==> src/rtl/uart_pkg.sv <==
// uart_pkg: shared definitions for the Hamming(7,4) UART link (transmitter and receiver sides)
// Contents: HAMMING_W codeword width, state_t frame states IDLE/START/DATA/STOP,
//           parity functions p1/p2/p4 and the full codeword builder hamming_encode.
package uart_pkg;

    localparam int HAMMING_W = 7;

    typedef enum logic [1:0] {
        IDLE  = 2'd0,
        START = 2'd1,
        DATA  = 2'd2,
        STOP  = 2'd3
    } state_t;

    function automatic logic p1(input logic [3:0] d);
        return d[0] ^ d[1] ^ d[3];
    endfunction

    function automatic logic p2(input logic [3:0] d);
        return d[0] ^ d[2] ^ d[3];
    endfunction

    function automatic logic p4(input logic [3:0] d);
        return d[1] ^ d[2] ^ d[3];
    endfunction

    // bit i of the codeword is Hamming position i+1
    function automatic logic [HAMMING_W-1:0] hamming_encode(input logic [3:0] d);
        return {d[3], d[2], d[1], p4(d), d[0], p2(d), p1(d)};
    endfunction

endpackage

==> src/rtl/hamming74_encoder.sv <==
// hamming74_encoder: combinational Hamming(7,4) encoder
// Ports: data [3:0] nibble in (d3..d0), code [6:0] codeword out {d3,d2,d1,p4,d0,p2,p1}.
module hamming74_encoder
    import uart_pkg::*;
(
    input  logic [3:0]           data,
    output logic [HAMMING_W-1:0] code
);

    assign code = hamming_encode(data);

endmodule

==> src/rtl/uart_tx_hamming.sv <==
// uart_tx_hamming: UART transmitter sending one Hamming(7,4) codeword per frame
// Ports: clk, rst_n (async, active-low), ena (clock enable), data_in [3:0] + valid_in / ready_out
//        handshake, tx serial line (idle high), busy, tx_done (one-cycle frame-end pulse),
//        state_out [2:0] = {1'b0, state}.
// Frame: start bit (low), 7 codeword bits LSB first, STOP_BITS stop bits (high).
module uart_tx_hamming
    import uart_pkg::*;
#(
    parameter int CLKS_PER_BIT = 8,
    parameter int STOP_BITS    = 1
) (
    input  logic       clk,
    input  logic       rst_n,
    input  logic       ena,
    input  logic [3:0] data_in,
    input  logic       valid_in,
    output logic       ready_out,
    output logic       tx,
    output logic       busy,
    output logic       tx_done,
    output logic [2:0] state_out
);

    localparam int             SW        = $clog2(CLKS_PER_BIT) < 1 ? 1 : $clog2(CLKS_PER_BIT);
    localparam logic [SW-1:0]  SMP_LAST  = SW'(CLKS_PER_BIT - 1);
    localparam logic           STOP_LAST = 1'(STOP_BITS - 1);

    state_t                 state, state_nx;
    logic [SW-1:0]          smp, smp_nx;
    logic [2:0]             bit_cnt, bit_nx;
    logic                   stop_cnt, stop_nx;
    logic [HAMMING_W-1:0]   shift, shift_nx, cw;
    logic                   tx_nx, bit_end;

    hamming74_encoder u_enc (
        .data (data_in),
        .code (cw)
    );

    always_comb begin
        bit_end  = smp == SMP_LAST;
        state_nx = state;
        smp_nx   = (state == IDLE || bit_end) ? '0 : smp + 1'b1;
        bit_nx   = state == DATA ? bit_cnt + {2'b0, bit_end} : 3'd0;
        stop_nx  = state == STOP ? stop_cnt ^ bit_end : 1'b0;
        shift_nx = (state == DATA && bit_end) ? shift >> 1 : shift;
        // tx follows the current state, so the line lags the state by one enabled edge
        tx_nx    = state == START ? 1'b0 : state == DATA ? shift[0] : 1'b1;
        case (state)
            IDLE: begin
                if (valid_in) begin
                    state_nx = START;
                    shift_nx = cw;
                end
            end
            START:   if (bit_end) state_nx = DATA;
            DATA:    if (bit_end && bit_cnt == 3'd6) state_nx = STOP;
            default: if (bit_end && stop_cnt == STOP_LAST) state_nx = IDLE;
        endcase
    end

    always_ff @(posedge clk or negedge rst_n) begin
        if (!rst_n) begin
            state    <= IDLE;
            smp      <= '0;
            bit_cnt  <= '0;
            stop_cnt <= 1'b0;
            shift    <= '0;
            tx       <= 1'b1;
            tx_done  <= 1'b0;
        end else begin
            // the pulse clears on every edge, enabled or not
            tx_done <= 1'b0;
            if (ena) begin
                state    <= state_nx;
                smp      <= smp_nx;
                bit_cnt  <= bit_nx;
                stop_cnt <= stop_nx;
                shift    <= shift_nx;
                tx       <= tx_nx;
                tx_done  <= state == STOP && state_nx == IDLE;
            end
        end
    end

    assign ready_out = state == IDLE && ena;
    assign busy      = state != IDLE;
    assign state_out = {1'b0, state};

endmodule

==> config.mk <==
export PLATFORM = sky130hd
export DESIGN_NAME = uart_tx_hamming
export DESIGN_NICKNAME = d
export VERILOG_FILES = /design/src/rtl/uart_pkg.sv /design/src/rtl/hamming74_encoder.sv /design/src/rtl/uart_tx_hamming.sv
export SDC_FILE = /design/constraint.sdc
export NUM_CORES = 1
export LEC_CHECK = 0
export BUFFER_PORTS_ARGS = -buffer_cell sky130_fd_sc_hd__clkbuf_2
export CORE_UTILIZATION = 55
export CTS_BUF_LIST = sky130_fd_sc_hd__clkbuf_2
export DETAILED_ROUTE_END_ITERATION = 16
export PLACE_DENSITY_LB_ADDON = 0.08
export SLEW_MARGIN = 10
export SYNTH_ARGS = -nofsm -noshare
export SYNTH_HDL_FRONTEND = slang
export SYNTH_HIERARCHICAL = 1
export SYNTH_SLANG_ARGS = --single-unit
==> constraint.sdc <==
create_clock -name clk -period 2.5 [get_ports clk]
set_input_delay 0.75 -clock clk [delete_from_list [all_inputs] [get_ports clk]]
set_output_delay 0.75 -clock clk [all_outputs]
set_load 0.05 [all_outputs]
==> results of run 1 <==
-- state kept, by name (all words and copies together), names as in the netlist --
register / cells
bit_cnt: 3
stop_cnt: 1
tx_done: 1
tx: 1
state: 2
shift: 7
smp: 3
-- cells by family (layout without fill, tap and decap cells) --
group                    count (synthesis)  in the layout  share of synthesized area
XOR/XNOR                                 3              3                     0.0657
AND/OR/NAND/NOR                         20             20                      0.127
multiplexers                            14             14                      0.143
AO/OA/AOI/OAI                           16             16                     0.0923
adder cells (fa/ha/maj)                  5              5                     0.0577
flip-flops                              18             18                      0.416
buffers and inverters                   20             29                     0.0946
other                                    1              1                    0.00346
-- layer usage --
| metal | up-vias | track usage | part of all wire |
|---|---|---|---|
| li1 | 350 | - | - |
| met1 | 320 | 0.232 | 0.48 |
| met2 | 13 | 0.331 | 0.48 |
| met3 | 4 | 0.0235 | 0.021 |
| met4 | 0 | 0.0941 | 0.013 |
| met5 | - | 0 | 0 |
-- power by group --
part           switching [mW]  total, mW  internal (mW)
registers               0.109      0.515          0.406
clock network          0.0915      0.126         0.0348
logic                   0.258      0.489          0.231
total                   0.459       1.13          0.672
-- worst max-delay path, stage by stage, from the launching register on --
cell      delay, ps
dfrtp_1         600
or2_2           350
clkbuf_2        230
-- worst paths after layout --
kind,startpoint,endpoint,slack [ps],cells past startpoint
max in group asynchronous,rst_n,tx$_DFFE_PN1P_,1800,1
min in group clk,tx$_DFFE_PN1P_,tx$_DFFE_PN1P_,500,2
hold reg to reg,tx$_DFFE_PN1P_,tx$_DFFE_PN1P_,500,2
setup reg to reg,state[0]$_DFFE_PN0P_,shift[5]$_DFFE_PN0P_,670,3
hold / removal,rst_n,shift[6]$_DFFE_PN0P_,340,1
setup / recovery,state[0]$_DFFE_PN0P_,busy,240,2
-- cell type report --
class	instances	share of cell area
clock buffers	3	0.0130
flip-flops and latches	18	0.392
multi-input cells	59	0.465
repair buffers	14	0.0630
clock inverters	1	0.00326
well taps	25	0.0272
inverters	11	0.0359
-- through the flow --
stage	setup WS [ps]	hold slack, ps	total power [mW]
finish	244	338	1.13
global route	140	335	1.23
CTS	225	340	1.14
detailed placement	398	461	1.02
global placement	446	466	0.998
floorplan	30.7	454	0.930
-- cells in the final DEF, fill, tap and decap left out, types with 3 or more instances in the layout --
cell type / netlist / layout
clkbuf_2: 0 / 16
o22ai_1: 7 / 7
nand2_1: 5 / 5
inv_1: 11 / 11
mux2_2: 12 / 12
ha_1: 5 / 5
dfrtp_1: 17 / 17
o21ai_0: 3 / 3
xor3_1: 3 / 3
==> flow_summary.json, run 1 <==
{
  "placed_cell_area_sq_mm": 0.00113,
  "cts_sinks": 18,
  "cts_buffer_depth": 2,
  "synthFlopType": "dfrtp_1",
  "ctsHoldBuffers": 0,
  "multi_input_area_sq_um": 536,
  "synth_cell_types": 34,
  "seq_area_sq_um": 452,
  "path_class": "reg2out",
  "grt_first_pass_wirelength_um": 2840,
  "postSynthCellCount": 97,
  "async_flop_share": 1.00,
  "avgSynthCellArea_sq_um": 11.2,
  "required_ps": 1750,
  "post_cts_resized": 0,
  "yosysTopAreaCell": "dfrtp_1",
  "pin_count": 15,
  "port_buffers": 13,
  "routedWlPerCell_um": 12.6,
  "status": "completed",
  "syn_area_sq_mm": 0.00108,
  "yosysMostFrequentCell": "dfrtp_1",
  "start_util": 0.608,
  "holdCritPathClass": "in2async",
  "netlist_top_cells_count": "17 x dfrtp_1, 12 x mux2_2, 11 x inv_1",
  "drtIter0Drc": 8,
  "final_max_slew_viol_count": 0,
  "dp_hpwl_um": 1190,
  "period_minus_slack_ps": 2260,
  "setup_tns_ps": 0,
  "critPathArrivalTime_ps": 1510,
  "powerDensity_mw_per_mm2": 982,
  "rsz0062_at_grt": "false",
  "grtUsageTotal": 0.192,
  "yosys-top-cells-area": "dfrtp_1 39%, mux2_2 12%, xor3_1 6.6%",
  "leakage_nw": 0.582,
  "worst-slew-pin-transition_ps": 508,
  "nNetsFinal": 120,
  "synthToLayoutAreaGrowth_pct": 6.11,
  "cts_tree": "done",
  "ant_nets": 0,
  "peakVddDrop_mv": 0.494,
  "drive_gt1_frac": 0.321,
  "core-area_sq_mm": 0.00178,
  "finalCritPeriodShare": 0.902,
  "insertion_delay_ps": 310,
  "rows": 15,
  "fill_cells": 153,
  "cp_max_fo": 13,
  "finalHoldViolations": 0,
  "seq_area_frac_synth": 0.416,
  "die_h_um": 46.4,
  "netlist.area_leader.share": 0.392,
  "first_global_vias": 678,
  "final_area_sq_mm": 0.00115,
  "grt_max_degree": 21,
  "post_cts.repair.setup_buffers": 0,
  "finalSetupViolCount": 0,
  "drc": 0,
  "ys_ff_latch": 18,
  "dieWidth_um": 46.4,
  "antenna_found_initial": 0,
  "diodes": 0,
  "max_freq_mhz": 443,
  "overflow": 0,
  "final_cells": 131,
  "finClkSkew_ps": 17.9,
  "slew_headroom": 0.661,
  "dp_cells": 127,
  "cap_viol_max_count": 0,
  "dieArea_sq_mm": 0.00215,
  "viasPerCell": 5.24,
  "cts_buffers": 3,
  "wl_um": 1650,
  "cts_max_level": 1,
  "clockRootBuffer": "clkbuf_2",
  "synth_edf_count": 0,
  "startpoint_type": "flop",
  "place.gp.congestion": 0.778,
  "first_pass_iters": 2,
  "crit_path_end_kind": "primary output",
  "synth_nets": 110,
  "num_vias": 687,
  "path_clk_slew_ps": 180,
  "final_util": 0.646,
  "ys_warn_count": 6
}
(Power assumes the default switching activity.)
==> inputs of run 2 (changes only) <==
--- a/config.mk
+++ b/config.mk
@@ -9,7 +9,7 @@
 export CORE_UTILIZATION = 55
 export CTS_BUF_LIST = sky130_fd_sc_hd__clkbuf_2
 export DETAILED_ROUTE_END_ITERATION = 16
-export PLACE_DENSITY_LB_ADDON = 0.08
+export PLACE_DENSITY = 0.77
 export SLEW_MARGIN = 10
 export SYNTH_ARGS = -nofsm -noshare
 export SYNTH_HDL_FRONTEND = slang
==> flow_summary.json, run 2 (synthesized netlist as in run 1, its figures left out) <==
{
  "status": "completed",
  "grtUsageTotal": 0.195,
  "largest_registers": "shift x7, bit_cnt x3, smp x3",
  "drtIter0Drc": 9,
  "ctsHoldBuffers": 0,
  "nNetsFinal": 120,
  "startpoint_type": "flop",
  "dieWidth_um": 46.4,
  "wl_um": 1750,
  "drive_gt1_frac": 0.321,
  "ant_nets": 0,
  "leakage_nw": 0.582,
  "powerDensity_mw_per_mm2": 986,
  "cts_sinks": 18,
  "worst-slew-pin-transition_ps": 503,
  "pin_count": 15,
  "finalPower_mw": 1.13,
  "finClkSkew_ps": 4.05,
  "mostFrequentLayoutCells": "17 x dfrtp_1, 16 x clkbuf_2, 12 x mux2_2",
  "path_clk_slew_ps": 170,
  "clockRootBuffer": "clkbuf_2",
  "viasPerCell": 5.52,
  "routedWlPerCell_um": 13.4,
  "largest_reg_flops": 7,
  "start_util": 0.608,
  "place.gp.congestion": 0.798,
  "peakVddDrop_mv": 0.555,
  "core-area_sq_mm": 0.00178,
  "finalHoldViolations": 0,
  "slew_headroom": 0.665,
  "r2r-start": "state[0]$_DFFE_PN0P_",
  "post_cts_resized": 0,
  "cap_viol_max_count": 0,
  "first_pass_iters": 3,
  "port_buffers": 13,
  "mostFrequentLayoutCell": "dfrtp_1",
  "post_cts.repair.setup_buffers": 0,
  "cts_tree": "done",
  "synthToLayoutAreaGrowth_pct": 6.11,
  "crit_path_end_kind": "primary output",
  "dieArea_sq_mm": 0.00215,
  "regMostFlops": "shift",
  "die_h_um": 46.4,
  "dp_hpwl_um": 1270,
  "timing.rr.end": "shift[4]$_DFFE_PN0P_",
  "rows": 15,
  "antenna_found_initial": 0,
  "reg2reg_slack_ps": 660,
  "insertion_delay_ps": 290,
  "required_ps": 1750,
  "rr_worst_depth": 3,
  "cp_max_fo": 13,
  "period_minus_slack_ps": 2230,
  "holdCritPathClass": "in2async",
  "grt_max_degree": 21,
  "critPathArrivalTime_ps": 1480,
  "finalSetupViolCount": 0,
  "diodes": 0,
  "cts_buffer_depth": 2,
  "path_class": "reg2out",
  "drc": 0,
  "overflow": 0,
  "final_max_slew_viol_count": 0,
  "finalCritPeriodShare": 0.891,
  "rsz0062_at_grt": "false",
  "cts_max_level": 1,
  "grt_first_pass_wirelength_um": 2880,
  "first_global_vias": 665,
  "cts_buffers": 3,
  "setup_tns_ps": 0,
  "num_vias": 723,
  "max_freq_mhz": 449
}
## run 2: cell counts in the layout (fill, tap and decap cells not counted)
No cell type changed its count.
## run 2: final cells by class
type / count / area (sq um)
clock buffer: 3 / 15.0
clock inverter: 1 / 3.75
fill: 142 / 632
inverter: 11 / 41.3
multi-input combinational: 59 / 536
sequential: 18 / 452
tap: 25 / 31.3
timing repair buffer: 14 / 72.6
## run 2: worst max-delay path by stage
stage,startpoint,to,slack (ps),cells past startpoint
2_1_floorplan,ena,ready_out,30,2
3_3_place_gp,ena,ready_out,450,3
3_5_place_dp,valid_in,shift[2]$_DFFE_PN0P_,420,4
4_1_cts,state[0]$_DFFE_PN0P_,busy,260,2
5_1_grt,state[0]$_DFFE_PN0P_,busy,170,2
6_report,state[0]$_DFFE_PN0P_,busy,270,2
## run 2: routing by layer
| metal | up-vias | wire length, um | global-route usage |
|---|---|---|---|
| li1 | 350 | - | - |
| met1 | 359 | 798 | 0.251 |
| met2 | 12 | 894 | 0.314 |
| met3 | 2 | 45 | 0.0353 |
| met4 | 0 | 12 | 0.0882 |
| met5 | - | 0 | 0 |
## run 2: report_power, final
part	total [mW]	switching (mW)	internal [mW]
logic	0.498	0.266	0.232
registers	0.514	0.108	0.406
clock network	0.123	0.0878	0.0348
## run 2: stage by stage
step	utilization	setup slack (ps)	instances	cell area [sq um]	hold WS, ps
2_1_floorplan	-	30.7	97	1090	454
3_3_place_gp	0.635	446	127	1130	461
3_5_place_dp	0.635	424	127	1130	466
4_1_cts	0.646	265	131	1150	372
5_1_grt	0.646	174	131	1150	366
6_report	0.646	273	131	1150	362
## run 2: worst max-delay path, cell delays in order (launching register included)
cell and delay (ps):
dfrtp_1 600, or2_2 350, clkbuf_2 240
